--- src/rtl/pll_lock_monitor.sv ---
// pll_lock_monitor: counts both edges of a toggle from a monitored clock domain over
// fixed gate windows and tracks lock with an UNLOCKED/ACQUIRE/LOCKED/SLIPPING FSM.
// Build option: define PLL_LOCK_MON_HYST_EN to route out-of-range windows in LOCKED
// through SLIPPING (UNLOCK_COUNT bad windows drop lock); otherwise one bad window drops lock.
module pll_lock_monitor #(
    parameter int unsigned GATE_CYCLES  = 2700,
    parameter int unsigned CNT_W        = 16,
    parameter int unsigned EXP_MIN      = 445,
    parameter int unsigned EXP_MAX      = 455,
    parameter int unsigned LOCK_COUNT   = 4,
    parameter int unsigned UNLOCK_COUNT = 2
) (
    input  logic             clk,
    input  logic             rst_n,
    input  logic             en,
    input  logic             meas_toggle,
    input  logic             clr_sticky,
    output logic             locked,
    output logic [CNT_W-1:0] meas_count,
    output logic             meas_valid,
    output logic             lost_sticky
);
    localparam int unsigned WIN_W  = (GATE_CYCLES > 1) ? $clog2(GATE_CYCLES) : 1;
    localparam int unsigned GOOD_W = $clog2(LOCK_COUNT + 1);
    localparam int unsigned BAD_W  = $clog2(UNLOCK_COUNT + 1);
    localparam logic [CNT_W-1:0] CNT_MAX = '1;

    typedef enum logic [1:0] {
        UNLOCKED = 2'd0,
        ACQUIRE  = 2'd1,
        LOCKED   = 2'd2,
        SLIPPING = 2'd3
    } state_t;

    logic              rst_meta;
    logic              rst_sync_n;
    logic [2:0]        tog_sync;
    logic              edge_det;
    logic [WIN_W-1:0]  win_cnt;
    logic [CNT_W-1:0]  edge_cnt;
    logic [CNT_W-1:0]  win_total;
    logic              discard;
    logic              win_end;
    logic              eval;
    logic              in_range;
    state_t            state;
    state_t            state_nxt;
    logic [GOOD_W-1:0] good_cnt;
    logic [GOOD_W-1:0] good_nxt;
    logic [GOOD_W-1:0] good_inc;
    logic [BAD_W-1:0]  bad_cnt;
    logic [BAD_W-1:0]  bad_nxt;
    logic [BAD_W-1:0]  bad_inc;
    logic              lost_set;

    // Reset release: assert asynchronously, deassert after two clk edges
    always_ff @(posedge clk or negedge rst_n) begin
        if (!rst_n) begin
            rst_meta   <= 1'b0;
            rst_sync_n <= 1'b0;
        end else begin
            rst_meta   <= 1'b1;
            rst_sync_n <= rst_meta;
        end
    end

    // Two-flop synchronizer for the toggle plus one history flop for edge detection
    always_ff @(posedge clk or negedge rst_sync_n) begin
        if (!rst_sync_n) begin
            tog_sync <= '0;
        end else begin
            tog_sync <= {tog_sync[1:0], meas_toggle};
        end
    end

    // Window bookkeeping and saturating edge total including this cycle's edge
    always_comb begin
        edge_det  = tog_sync[2] ^ tog_sync[1];
        win_end   = en && (win_cnt == WIN_W'(GATE_CYCLES - 1));
        eval      = win_end && !discard;
        win_total = (edge_det && (edge_cnt != CNT_MAX)) ? edge_cnt + CNT_W'(1) : edge_cnt;
        in_range  = (win_total >= CNT_W'(EXP_MIN)) && (win_total <= CNT_W'(EXP_MAX));
        good_inc  = good_cnt + GOOD_W'(1);
        bad_inc   = bad_cnt + BAD_W'(1);
    end

    // Window/edge counters, measurement capture and the first-window discard flag
    always_ff @(posedge clk or negedge rst_sync_n) begin
        if (!rst_sync_n) begin
            win_cnt    <= '0;
            edge_cnt   <= '0;
            discard    <= 1'b1;
            meas_count <= '0;
            meas_valid <= 1'b0;
        end else begin
            meas_valid <= eval;
            if (!en) begin
                win_cnt  <= '0;
                edge_cnt <= '0;
                discard  <= 1'b1;
            end else if (win_end) begin
                win_cnt  <= '0;
                edge_cnt <= '0;
                discard  <= 1'b0;
                if (!discard) begin
                    meas_count <= win_total;
                end
            end else begin
                win_cnt  <= win_cnt + WIN_W'(1);
                edge_cnt <= win_total;
            end
        end
    end

    // Lock FSM next state; only evaluated windows or disable change it
    always_comb begin
        state_nxt = state;
        good_nxt  = good_cnt;
        bad_nxt   = bad_cnt;
        if (!en) begin
            state_nxt = UNLOCKED;
            good_nxt  = '0;
            bad_nxt   = '0;
        end else if (eval) begin
            case (state)
                UNLOCKED, ACQUIRE: begin
                    if (in_range) begin
                        if (32'(good_inc) >= LOCK_COUNT) begin
                            state_nxt = LOCKED;
                            good_nxt  = '0;
                        end else begin
                            state_nxt = ACQUIRE;
                            good_nxt  = good_inc;
                        end
                    end else begin
                        state_nxt = UNLOCKED;
                        good_nxt  = '0;
                    end
                end
                LOCKED: begin
                    if (!in_range) begin
`ifdef PLL_LOCK_MON_HYST_EN
                        if (UNLOCK_COUNT <= 1) begin
                            state_nxt = UNLOCKED;
                            bad_nxt   = '0;
                        end else begin
                            state_nxt = SLIPPING;
                            bad_nxt   = BAD_W'(1);
                        end
`else
                        state_nxt = UNLOCKED;
                        bad_nxt   = '0;
`endif
                    end
                end
                SLIPPING: begin
                    if (in_range) begin
                        state_nxt = LOCKED;
                        bad_nxt   = '0;
                    end else if (32'(bad_inc) >= UNLOCK_COUNT) begin
                        state_nxt = UNLOCKED;
                        bad_nxt   = '0;
                    end else begin
                        bad_nxt = bad_inc;
                    end
                end
                default: begin
                    state_nxt = UNLOCKED;
                    good_nxt  = '0;
                    bad_nxt   = '0;
                end
            endcase
        end
        lost_set = eval && ((state == LOCKED) || (state == SLIPPING)) && (state_nxt == UNLOCKED);
    end

    // FSM state, registered lock flag and lock-loss sticky (a set beats a clear)
    always_ff @(posedge clk or negedge rst_sync_n) begin
        if (!rst_sync_n) begin
            state       <= UNLOCKED;
            good_cnt    <= '0;
            bad_cnt     <= '0;
            locked      <= 1'b0;
            lost_sticky <= 1'b0;
        end else begin
            state    <= state_nxt;
            good_cnt <= good_nxt;
            bad_cnt  <= bad_nxt;
            locked   <= (state_nxt == LOCKED) || (state_nxt == SLIPPING);
            if (lost_set) begin
                lost_sticky <= 1'b1;
            end else if (clr_sticky) begin
                lost_sticky <= 1'b0;
            end
        end
    end

endmodule

--- config.mk ---
export PLATFORM = sky130hd
export DESIGN_NAME = pll_lock_monitor
export DESIGN_NICKNAME = d
export VERILOG_FILES = /design/src/rtl/pll_lock_monitor.sv
export SDC_FILE = /design/constraint.sdc
export NUM_CORES = 1
export LEC_CHECK = 0
export ABC_AREA = 1
export BUFFER_PORTS_ARGS = -buffer_cell sky130_fd_sc_hd__buf_2
export CAP_MARGIN = 20
export CORE_MARGIN = 3
export CORE_UTILIZATION = 54
export CTS_BUF_LIST = sky130_fd_sc_hd__clkbuf_4 sky130_fd_sc_hd__clkbuf_8
export DETAILED_ROUTE_END_ITERATION = 7
export PLACE_DENSITY = 0.73
export SLEW_MARGIN = 25
export SYNTH_ARGS = -nofsm -noshare
export SYNTH_HDL_FRONTEND = slang
export SYNTH_SLANG_ARGS = --single-unit
--- constraint.sdc ---
create_clock -name clk -period 4.9 [get_ports clk]
set_input_delay 0.98 -clock clk [delete_from_list [all_inputs] [get_ports clk]]
set_output_delay 0.98 -clock clk [all_outputs]
set_load 0.02 [all_outputs]
==> results by group, run 1 <==
Outcome
  • Outcome: complete, no violations

Clock network
  • Post-CTS Resized: 0
  • CTS Buffer Depth: 2
  • # hold bufs at CTS: 0
  • Clk sink count: 60
  • Clock Root Buffer: clkbuf_8
  • CTS tree: done
  • Post-CTS setup buffers: 0
  • Clk_lat worst skew: between 0.3 and 0.4 ns
  • Clock transition at the registers of the reported paths: roughly 0.07 ns
  • Total CTS buffers: 9
  • H-tree Lvls: 3

Detailed routing
  • First-pass detailed-route iteration total: 4
  • Final WL: 6150 um
  • Starting DRT DRC Count: 174
  • Post-route ant nets: 0
  • Drt drc: 0
  • DR WL/cell: 12.5 um
  • Via density: 5.05
  • Overall via count from detail_route: 2496

Worst setup path
  • Worst setup SP type: flip-flop
  • Most used cell, CP: nand2_1
  • Slowest stage cell, crit path: dfrtp_1
  • Worst Setup SP: edge_cnt[0]
  • Critical Path AT: 2.65 ns
  • WS Path Type: flip-flop to flip-flop
  • Max FO, Critical Path: 12
  • Crit-path cells: ha_1, nand2_1, nor2_4, nand2_4, inv_2, nand2_2, nand2_2, nand2_1, nand2_1, nand3_2, o21bai_4, nand4_1, nand2_1, nand2_1, nand2_1, nand2_1
  • CP required: 5.13 ns
  • Slowest stage delay, CP: 0.43 ns
  • WP buf/inv: 1
  • Critical R2R Launch: edge_cnt[0]
  • R2R Path End: bad_cnt[0]
  • Reg2Reg Depth: 16
  • CP Capture Type: flip-flop
  • Critical path's top delay family: simple AND/OR/NAND/NOR gates
  • Setup slack, reg-to-reg: ~2.5 ns
  • WP depth: 16

Timing
  • Setup_tns: 0 ns
  • Layout Skew: ~0.012 ns
  • Final hold vios: 0
  • Max_slew headroom: 40.8%
  • Unrepaired setup endpoints after global routing: no
  • Tightest Pin Transition: about 0.89 ns
  • Tmin final: 2.43 ns
  • Peak Freq: 412 MHz
  • Finish-stage setup viols: 0
  • Pins Over Slew Limit: 0
  • Final worst setup slack: 2.47 ns
  • Final period utilization: around half

Synth
  • Yosys warning total: 0
  • Largest family of logic cells by synthesized area: simple AND/OR/NAND/NOR gates
  • Number of synthesized register bits: 60
  • Top FF cell, synth: dfrtp_1
  • Post-Synth XOR/XNOR Area: under 10%
  • Syn Nets: around 400
  • Post-synthesis mux area share: 0%
  • Netlist Area Pre-Place: ~3100 um2
  • Post-Synth Simple-Gate Area: 31.3%
  • Syn_area_per_cell: 8.01 um2
  • Post-synth cell types: 41
  • Post-synth ARST share: 100%
  • Mapped Cells: 390
  • Post-synthesis sequential area ratio: 48.1%
  • Synth Area in Compound Gates: 8.17%
  • Post-Synth Adder-Cell Area: between 1.5 and 2%
  • Post-synth EDFFs: 0

Finish
  • Most common cell after layout, fill and taps aside: nand2_1
  • Sequential Area: 1500 um2
  • Layout area overhead: 11.5%
  • N_diodes: 0
  • Finished Cell Area: around 3500 um2
  • Layout Utilization: 62.8%
  • Final nets: approximately 430
  • Share of cells above drive strength 1: 17.8%
  • Most frequent cells in the layout: nand2_1 (98), dfrtp_1 (58), nor2_1 (57)
  • Area of the multi-input gates: 1380 um2
  • Fillers: 494

Global route
  • GRT Util Overall: 21.0%
  • Largest net degree at the start of global routing: 41
  • Overflow after GRT: 0
  • First-pass GRT wire length: 10800 um
  • Initial antenna violation count: 0
  • Vias in the first global route: roughly 2.4k

Floorplan
  • Die Ht: ~82 um
  • Initial Utilization: 56.4%
  • CORE AREA: 5540 um2
  • Num ports: 24
  • Die W: 82.1 um
  • # rows: 27
  • DIE AREA: between 6000 and 7000 um2

Placed design
  • I/O Buffers: 23
  • Place WS: 2.17 ns
  • Gpl congestion: 0.842
  • Dpl hpwl: 4420 um
  • DP Area: around 3300 um2

Power and ir drop
  • Leakage power: 0.00167 uW
  • VDD IR-drop max: 0.000202 V
  • Pwr dens: 293 nW/um2

Worst hold path
  • Worst Hold Class: flip-flop to asynchronous set/reset pin

Job
  • Max-cap check violation count: 0
-- metal layers --
metal | up-vias | GRT usage [%] | part of all wire (%)
met3 | 7 | 3.62 | 2.8
li1 | 1275 | - | -
met1 | 1180 | 28.5 | 48
met5 | - | 0 | 0
met4 | 0 | 7.48 | 0.85
met2 | 34 | 33.8 | 48
-- worst register-to-register path, cell delays in order, from the launching register on --
cell and delay (ns):
dfrtp_1 0.43, ha_1 0.28, nand2_1 0.12, nor2_4 0.12, nand2_4 0.08, inv_2 0.06, nand2_2 0.08, nand2_2 0.21
nand2_1 0.08, nand2_1 0.15, nand3_2 0.12, o21bai_4 0.19, nand4_1 0.13, nand2_1 0.11, nand2_1 0.07, nand2_1 0.06
nand2_1 0.04
-- final cells by class --
type                       instances  share of cell area (%)
clock inverter                     1                   0.144
sequential                        60                    43.2
inverter                          51                    5.50
multi-input combinational        271                    39.7
clock buffer                      15                    5.39
tap                               72                    2.59
timing repair buffer              24                    3.52
-- worst max path at each step --
stage	end	slack, ns
2_1_floorplan	lost_sticky	2.82
3_3_place_gp	bad_cnt[0]	2.22
3_5_place_dp	bad_cnt[1]	2.17
4_1_cts	bad_cnt[0]	2.47
5_1_grt	bad_cnt[0]	2.24
6_report	bad_cnt[0]	2.47
-- per-stage QoR --
stage | hold slack, ns | power [uW] | std cells
floorplan | 0.331 | 583 | 390
global route | 0.234 | 1060 | 494
global placement | 0.200 | 595 | 478
finish | 0.183 | 1020 | 494
detailed placement | 0.206 | 597 | 478
CTS | 0.201 | 1030 | 494
-- cell families (layout without fill, tap and decap cells) --
kind of cell | count (synthesis) | after routing
simple gates | 214 | 214
other cells | 1 | 1
fa+ha+maj | 4 | 4
compound gates | 42 | 42
xor+xnor | 10 | 10
buf+inv | 59 | 91
flops | 60 | 60
-- report_power, final --
part	switching, uW	total [uW]	internal (uW)
Sequential	13.7	519	506
Clock	190	432	242
Combinational	47.2	67.9	20.7
-- cell usage after synthesis, types with 3 or more instances --
library cell / instances / area (um2)
nand2_1: 98 / 368
dfrtp_1: 59 / 1480
nor2_1: 57 / 214
inv_1: 45 / 169
o21ai_0: 25 / 125
nand3_1: 20 / 100
nor3_1: 9 / 45.0
nand2_2: 8 / 50.1
nor2_4: 6 / 67.6
xor2_1: 6 / 52.6
inv_2: 5 / 18.8
a21oi_1: 4 / 20.0
ha_1: 4 / 50.1
o21ai_1: 4 / 20.0
clkbuf_1: 3 / 11.3
nand3_2: 3 / 30.0
nand4_1: 3 / 18.8
xnor2_1: 3 / 26.3
-- registers in the layout (all words and copies together), names as in the netlist --
signal	count
locked	1
state	2
rst_meta	1
tog_sync	3
meas_valid	1
good_cnt	3
win_cnt	12
rst_sync_n	1
discard	1
edge_cnt	16
meas_count	16
lost_sticky	1
bad_cnt	2
No activity file was read; power rests on OpenSTA's default activity.
==> run 2, diff against run 1 <==
Clock period 4.9 ns to 2.4 ns, I/O delays scaled along.
==> results by group, run 2 (synthesis gave the netlist of run 1 again) <==
Timing
  • Layout Skew: 0.00594 ns (-0.00570 ns)
  • Tmin final: 2.21 ns (-0.219 ns)
  • Pins Over Slew Limit: 0 (unchanged)
  • Finish-stage setup viols: 0 (unchanged)
  • Final period utilization: 92.1% (+42 points)
  • Final hold vios: 0 (unchanged)
  • Setup_tns: 0 ns (unchanged)
  • Peak Freq: 453 MHz (+9.9%)

Clock network
  • Clk_lat worst skew: 0.33 ns (about the same)
  • Clk sink count: 60 (unchanged)
  • H-tree Lvls: 3 (unchanged)
  • Clock Root Buffer: clkbuf_8
  • Clock transition at the registers of the reported paths: 0.06 ns (about the same)
  • CTS Buffer Depth: 2 (unchanged)
  • CTS tree: done
  • Total CTS buffers: 9 (unchanged)

Floorplan
  • CORE AREA: 5540 um2 (unchanged)
  • # rows: 27 (unchanged)
  • Die W: 82.1 um (unchanged)
  • Die Ht: 82.1 um (unchanged)
  • Initial Utilization: 56.4% (unchanged)
  • DIE AREA: 6730 um2 (unchanged)
  • Num ports: 24 (unchanged)

Power and ir drop
  • VDD IR-drop max: 0.000495 V (+140%)
  • Leakage power: 0.00175 uW (+4.6%)
  • Power, Total: 2040 uW (+100%)
  • Pwr dens: 563 nW/um2 (+92%)

Worst setup path
  • Critical Path AT: 2.44 ns (-0.21 ns)
  • WS Path Type: flip-flop to flip-flop
  • Most used cell, CP: nand2_1
  • Setup slack, reg-to-reg: 0.19 ns (-2.28 ns)
  • CP required: 2.63 ns (-2.50 ns)
  • Slowest stage delay, CP: 0.39 ns (-0.04 ns)
  • Reg2Reg Depth: 17 (+1)
  • Worst setup SP type: flip-flop
  • CP Capture Type: flip-flop
  • Crit-path cells: ha_4, nand2_1, nor2_4, nand2_4, nor2_4, nor2_4, or2_1, nand2_2, inv_2, nor2_2, nand2_1, nor2_4, nand3_4, nand2_1, nand2_1, nand2_1, nand2_1
  • Slowest stage cell, crit path: dfrtp_1
  • R2R Path End: lost_sticky
  • Max FO, Critical Path: 7 (-5)
  • Critical R2R Launch: edge_cnt[1]
  • Setup crit end: lost_sticky
  • Worst Setup SP: edge_cnt[1]

Detailed routing
  • Starting DRT DRC Count: 138 (-21%)
  • DR WL/cell: 12.6 um (+1.2%)
  • Post-route ant nets: 0 (unchanged)
  • Overall via count from detail_route: 2535 (+1.6%)
  • Via density: 4.98 (-1.4%)
  • Final WL: 6410 um (+4.2%)
  • Drt drc: 0 (unchanged)
  • First-pass detailed-route iteration total: 4 (unchanged)

Outcome
  • Outcome: complete, no violations

Global route
  • Largest net degree at the start of global routing: 23 (-44%)
  • Initial antenna violation count: 0 (unchanged)
  • Overflow after GRT: 0 (unchanged)
  • First-pass GRT wire length: 10900 um (+1.5%)
  • GRT Util Overall: 21.2% (+0.23 points)
  • Vias in the first global route: 2436 (+2.2%)

Finish
  • N_diodes: 0 (unchanged)
  • Biggest regs: edge_cnt: 16 flops, meas_count: 16 flops, win_cnt: 12 flops
  • Finished Layout Cells: 509 (+3.0%)
  • Layout area overhead: 16.0%
  • Most frequent cells in the layout: nand2_1 (98), nor2_1 (57), dfrtp_1 (57)
  • Fillers: 492 (-0.40%)
  • Final nets: 442 (+3.8%)
  • Finished Cell Area: 3620 um2 (+4.1%)
  • Share of cells above drive strength 1: 20.8% (+3.1 points)
  • Most common cell after layout, fill and taps aside: nand2_1

Job
  • Max-cap check violation count: 0 (unchanged)

Placed design
  • I/O Buffers: 23 (unchanged)
  • Gpl congestion: 0.907 (+7.8%)
  • Placed insts: 486 (+1.7%)
  • DP Area: 3350 um2 (+1.8%)
  • Dpl hpwl: 4640 um (+5.2%)

Worst hold path
  • Worst Hold Class: flip-flop to asynchronous set/reset pin
[run 2: changes by cell type in the layout (fill, tap and decap cells not counted), sizes merged]
cell and change:
nor2 +1, clkbuf -2, dlygate4sd3 +1, buf +14, clkinv +1
[run 2: metal layers]
metal  track usage [%]  share of wire [%]
met5                 0                  0
met4              7.48               0.92
met3              3.29                3.9
met2              34.0                 49
met1              29.3                 46
[run 2: worst min-delay path by stage]
stage / to / slack [ns] / cells after the start
after floorplan: rst_meta / 0.18 / 0
after global placement: win_cnt[9] / 0.23 / 0
after detailed placement: edge_cnt[6] / 0.23 / 0
after CTS: win_cnt[9] / 0.23 / 0
after global routing: win_cnt[9] / 0.25 / 0
final: win_cnt[9] / 0.21 / 0
[run 2: stage by stage]
stage	setup slack, ns	utilization [%]	hold WS (ns)
global route	-0.000644	65.4	0.248
CTS	0.0624	63.8	0.232
floorplan	0.324	-	0.184
global placement	0.122	60.5	0.226
finish	0.191	65.4	0.210
detailed placement	0.0724	60.5	0.227
[run 2: worst max-delay path: cells and delay by family, from the launching register on]
kind                       cells  cell delay, ns
adders and majority gates      1            0.16
and+or+nand+nor               15            1.49
buffers and inverters          1            0.04
DFF                            1            0.39
[run 2: power by group]
part           internal, uW  switching, uW
clock                   445            362
sequential             1030           30.2
combinational          64.2            105
total                  1540            498
[run 2: repair_timing]
action	4_1_cts	5_1_grt
setup buffers	0	6
gates resized for setup	0	6
hold buffers	1	0
endpoints found under the hold margin	2	0
setup endpoints to repair	0	8
[run 2: cell type report]
| type | instances | area, um2 | area share, % |
|---|---|---|---|
| clock buffer | 13 | 166 | 4.59 |
| multi-input combinational | 272 | 1420 | 39.3 |
| inverter | 51 | 191 | 5.28 |
| tap | 72 | 90.1 | 2.49 |
| timing repair buffer | 39 | 238 | 6.56 |
| clock inverter | 2 | 10.0 | 0.276 |
| sequential | 60 | 1510 | 41.5 |
